`config.mk`:
```
export PLATFORM = sky130hd
export DESIGN_NAME = hazard_detection_unit
export DESIGN_NICKNAME = d
export VERILOG_FILES = /design/src/rtl/hazard_detection_unit.sv
export SDC_FILE = /design/constraint.sdc
export NUM_CORES = 1
export LEC_CHECK = 0
export ABC_AREA = 1
export BUFFER_PORTS_ARGS = -buffer_cell sky130_fd_sc_hd__buf_4
export CORE_UTILIZATION = 56
export DETAILED_ROUTE_END_ITERATION = 16
export PLACE_DENSITY = 0.81
export SYNTH_ARGS = -nofsm -noshare
export SYNTH_HDL_FRONTEND = slang
export SYNTH_SLANG_ARGS = --single-unit
```
`constraint.sdc`:
```
create_clock -name CLK -period 2.75 [get_ports CLK]
set_clock_uncertainty 0.15 [all_clocks]
set_input_delay 0.55 -clock CLK [delete_from_list [all_inputs] [get_ports CLK]]
set_output_delay 0.55 -clock CLK [all_outputs]
set_load 0.02 [all_outputs]
```
`src/rtl/hazard_detection_unit.sv`:
```
// rtl/hazard_detection_unit.sv - load-use, divide-occupancy and redirect hazard controller
// Combinational stall/flush controls from a small divide FSM plus saturating event counters.
module hazard_detection_unit #(
  parameter int DIV_CYCLES = 8,
  parameter int CNT_WIDTH  = 32
) (
  input  logic                 CLK,
  input  logic                 RESET,
  input  logic [4:0]           ID_ADDR1,
  input  logic [4:0]           ID_ADDR2,
  input  logic                 ID_USES1,
  input  logic                 ID_USES2,
  input  logic [4:0]           EXE_ADDR,
  input  logic                 EXE_MEMREAD,
  input  logic                 EXE_REGWRITE,
  input  logic                 EXE_DIV,
  input  logic                 BRANCH_TAKEN,
  output logic                 PC_STALL,
  output logic                 IF_ID_STALL,
  output logic                 IF_ID_FLUSH,
  output logic                 ID_EX_STALL,
  output logic                 ID_EX_BUBBLE,
  output logic                 EX_MEM_BUBBLE,
  output logic                 DIV_BUSY,
  output logic [CNT_WIDTH-1:0] STALL_COUNT,
  output logic [CNT_WIDTH-1:0] FLUSH_COUNT
);

  typedef enum logic [1:0] {
    ST_IDLE     = 2'b00,
    ST_DIV_RUN  = 2'b01,
    ST_DIV_DONE = 2'b10
  } state_t;

  // The entry cycle is already one stall, so the run phase counts DIV_CYCLES-1 more.
  localparam logic [7:0]           DCNT_LOAD = 8'(DIV_CYCLES - 2);
  localparam logic [CNT_WIDTH-1:0] CNT_ONE   = {{(CNT_WIDTH-1){1'b0}}, 1'b1};
  localparam logic [CNT_WIDTH-1:0] CNT_MAX   = {CNT_WIDTH{1'b1}};

  state_t               r_state;
  state_t               w_next_state;
  logic [7:0]           r_dcnt;
  logic [7:0]           w_next_dcnt;
  logic [CNT_WIDTH-1:0] r_stall_count;
  logic [CNT_WIDTH-1:0] r_flush_count;
  logic                 w_hit1;
  logic                 w_hit2;
  logic                 w_lu;

  assign w_hit1 = ID_USES1 && (ID_ADDR1 == EXE_ADDR);
  assign w_hit2 = ID_USES2 && (ID_ADDR2 == EXE_ADDR);
  assign w_lu   = EXE_MEMREAD && EXE_REGWRITE && (EXE_ADDR != 5'd0) && (w_hit1 || w_hit2);

  always_ff @(posedge CLK) begin
    if (RESET) begin
      r_state <= ST_IDLE;
      r_dcnt  <= 8'd0;
    end else begin
      r_state <= w_next_state;
      r_dcnt  <= w_next_dcnt;
    end
  end

  always_comb begin
    w_next_state = r_state;
    w_next_dcnt  = r_dcnt;
    case (r_state)
      ST_IDLE: begin
        if (!BRANCH_TAKEN && EXE_DIV) begin
          w_next_state = ST_DIV_RUN;
          w_next_dcnt  = DCNT_LOAD;
        end
      end
      ST_DIV_RUN: begin
        if (r_dcnt == 8'd0) begin
          w_next_state = ST_DIV_DONE;
        end else begin
          w_next_dcnt = r_dcnt - 8'd1;
        end
      end
      ST_DIV_DONE: begin
        w_next_state = ST_IDLE;
      end
      default: begin
        w_next_state = ST_IDLE;
        w_next_dcnt  = 8'd0;
      end
    endcase
  end

  always_comb begin
    PC_STALL      = 1'b0;
    IF_ID_STALL   = 1'b0;
    IF_ID_FLUSH   = 1'b0;
    ID_EX_STALL   = 1'b0;
    ID_EX_BUBBLE  = 1'b0;
    EX_MEM_BUBBLE = 1'b0;
    DIV_BUSY      = 1'b0;
    if (!RESET) begin
      case (r_state)
        ST_IDLE: begin
          if (BRANCH_TAKEN) begin
            IF_ID_FLUSH  = 1'b1;
            ID_EX_BUBBLE = 1'b1;
          end else if (EXE_DIV) begin
            PC_STALL      = 1'b1;
            IF_ID_STALL   = 1'b1;
            ID_EX_STALL   = 1'b1;
            EX_MEM_BUBBLE = 1'b1;
            DIV_BUSY      = 1'b1;
          end else if (w_lu) begin
            PC_STALL     = 1'b1;
            IF_ID_STALL  = 1'b1;
            ID_EX_BUBBLE = 1'b1;
          end
        end
        ST_DIV_RUN: begin
          PC_STALL      = 1'b1;
          IF_ID_STALL   = 1'b1;
          ID_EX_STALL   = 1'b1;
          EX_MEM_BUBBLE = 1'b1;
          DIV_BUSY      = 1'b1;
        end
        default: begin
          PC_STALL = 1'b0;
        end
      endcase
    end
  end

  always_ff @(posedge CLK) begin
    if (RESET) begin
      r_stall_count <= '0;
      r_flush_count <= '0;
    end else begin
      if (PC_STALL && (r_stall_count != CNT_MAX)) begin
        r_stall_count <= r_stall_count + CNT_ONE;
      end
      if (IF_ID_FLUSH && (r_flush_count != CNT_MAX)) begin
        r_flush_count <= r_flush_count + CNT_ONE;
      end
    end
  end

  assign STALL_COUNT = r_stall_count;
  assign FLUSH_COUNT = r_flush_count;

endmodule

```
==> reports/metrics.yaml <==
synth-seq-cells: 74
met2_length_um: 5820
clk_latency_ps: 360
antenna_found_initial: 0
viasPerCell: 5.62
slew_viol_final: 0
drt-pass1-iter-count: 5
netlist_instances: 738
wl_met1_um: 6040
r2r-end: "STALL_COUNT[23]"
synth_xor_area_share_pct: 5.88
dp_cells: 919
start_kind: "input port"
vias: 5252
core_um2: 7850
rows: 32
max-slew-margin-rel_pct: 56.4
fin_cells: 935
synth_compound_area_share_pct: 9.54
hold_path_class: "register to register"
n_antenna_cell: 0
final.period_utilization_pct: 91.1
setup_ws_ps: 245
max_stage_delay_ps: 320
synth_top_family_by_area: "simple AND/OR/NAND/NOR gates"
cp.arrival_ps: 1800
clk_pin_slew_ps: 80
synthSimpleGateAreaFrac_pct: 41.6
r2r_start: "STALL_COUNT[2]"
hold_ws_ps: 304
yosys-top-cells-count: "nand2_1 (204), nor2_1 (101), inv_1 (80)"
synth_fa_ha_area_share_pct: 1.08
die_x_um: 92.8
setup_viol: 0
place_hpwl_um: 9890
gp_congestion: 0.935
rsz0062_at_grt: "false"
fin_tns_setup_ps: 0
cts_root_buffer: "clkbuf_8"
status: "finished clean"
drt_first_iter_violations: 442
crit_chain: "buf_4 > inv_1 > nor2_1 > nor2_1 > nand3_1 > nand2_1 > nand2_1 > nand2_1 > nand2_1 > a21oi_1 > buf_4"
area_growth_pct: 21.7
num-fill-cells: 738
die_y_um: 92.8
grtUsageTotal_pct: 31.3
cts_setup_buffers: 0
grt-ovfl-total: 0
cts_tree: "built"
yosysMostFrequentCell: "nand2_1"
die_area_um2: 8610
crit_type: "input port to output pin"
syn_avg_cell_area_um2: 6.25
crit_path_top_delay_cell: "a21oi_1"
ir_worst_vdd_mv: 0.276
cts_buffer_depth: 2
endpoint_kind: "output pin"
cp_common_cell: "nand2_1"
antenna_left: 0
h-tree-depth: 3
grt_max_degree: 47
syn-num-nets: 765
drc: 0
num_io_pins: 94
fmax_ghz: 0.399
worstMarginPinSlew_ps: 649
ys_types: 34
yosys_warnings: 0
portBuffers: 93
cellLeakagePower_nw: 2.33
yosysSeqAreaShare_pct: 32.1
synth_mux_area_share_pct: 0
yosysTopAreaCellShare_pct: 32.1
top_layer: "met4"
dr_wl_met3_um: 1150
grt_pass1_wl_um: 21800
finalHoldViolations: 0
first_global_vias: 4656
detail_route.wirelength_um: 13200
synth_edf_count: 0
cts_buffers: 9
holdBufCountCts: 0
wl_per_cell_um: 14.1
worstSetupStartpoint: "EXE_ADDR[2]"
synth.cell_area_um2: 4610
dpl_worst_slack_ps: 298
synth.top_cells.by_area: "dfxtp_1 (32%), nand2_1 (17%), nor2_1 (8.2%), nand4_1 (7.5%), inv_1 (6.5%)"
post-route-min-period_ps: 2500
cp-endpoint: "PC_STALL"
clock_sinks: 74
required_ps: 2050
start_util_pct: 58.8
reg2reg_depth: 7
drive_gt1_share_pct: 15.7
nets: 855
ys.flop_type: "dfxtp_1"
reg2reg_slack_ps: 390
cp_max_fo: 4
cts_resized: 0
synth_top_area_cell: "dfxtp_1"
async_reset_ff_share_pct: 0
p_per_area_nw_per_um2: 411
maxCapViolCount: 0
layer usage:
| metal | GRT usage [%] | vias up |
|---|---|---|
| met2 | 48.9 | 250 |
| met4 | 7.95 | 0 |
| li1 | - | 2589 |
| met1 | 45.2 | 2392 |
| met5 | 0 | - |
| met3 | 3.94 | 21 |
placed cells by master (no fill, tap or decap), types with 2 or more instances in the layout:
master and n:
nand2_1 204, buf_4 106, nor2_1 101, inv_1 80, dfxtp_1 74, a21oi_1 58, nand4_1 55, nor3_1 30
nand3_1 26, xor2_1 22, o21ai_0 20, clkbuf_8 10, xnor2_1 9, nand3b_1 5, ha_1 4, a211oi_1 3
nor3b_1 3, clkinvlp_4 3, nor4_1 2, a31oi_1 2
layout make-up:
cell class	count	area [um2]	share of cell area [%]
multi-input combinational	555	2680	47.8
timing repair buffer	107	816	14.5
tap	102	128	2.27
inverter	81	304	5.42
sequential	74	1480	26.4
clock buffer	10	138	2.45
clock inverter	6	66.3	1.18
worst min-delay path by stage:
| stage | depth (start not counted) | start | endpoint | slack (ps) |
|---|---|---|---|---|
| 2_1_floorplan | 1 | r_dcnt[7] | r_dcnt[7] | 270 |
| 3_3_place_gp | 1 | r_dcnt[7] | r_dcnt[7] | 290 |
| 3_5_place_dp | 1 | r_dcnt[7] | r_dcnt[7] | 300 |
| 4_1_cts | 1 | r_dcnt[7] | r_dcnt[7] | 310 |
| 5_1_grt | 1 | r_dcnt[7] | r_dcnt[7] | 340 |
| 6_report | 1 | r_dcnt[7] | r_dcnt[7] | 300 |
power breakdown:
group | switching (W) | total, W | internal [W]
sequential | 0.0000170 | 0.00111 | 0.00109
clock | 0.000445 | 0.000889 | 0.000444
combinational | 0.000198 | 0.000309 | 0.000111
total | 0.000660 | 0.00231 | 0.00165
state kept, by name, summed over array words and instances, names as in the netlist:
register / count
STALL_COUNT: 32
r_dcnt: 8
r_state: 2
FLUSH_COUNT: 32
cells by family (layout without fill, tap and decap cells):
group | count (synthesis) | after routing
AO/OA/AOI/OAI | 85 | 85
XOR/XNOR | 31 | 31
buffers and inverters | 109 | 204
adder cells (fa/ha/maj) | 4 | 4
flip-flops | 74 | 74
AND/OR/NAND/NOR | 435 | 435
metrics by stage:
stage               power (W)  cell area, um2  utilization [%]
floorplan             0.00133            4610                -
global placement      0.00143            5410             68.9
detailed placement    0.00144            5410             68.9
CTS                   0.00231            5610             71.5
global route          0.00239            5610             71.5
finish                0.00231            5610             71.5
critical path, delay by kind of cell:
family                 cells  cell delay [ps]
and+or+nand+nor            7              490
buffers and inverters      3              430
AOI/OAI and AO/OA          1              320
Power figures use the tool's default switching activity.
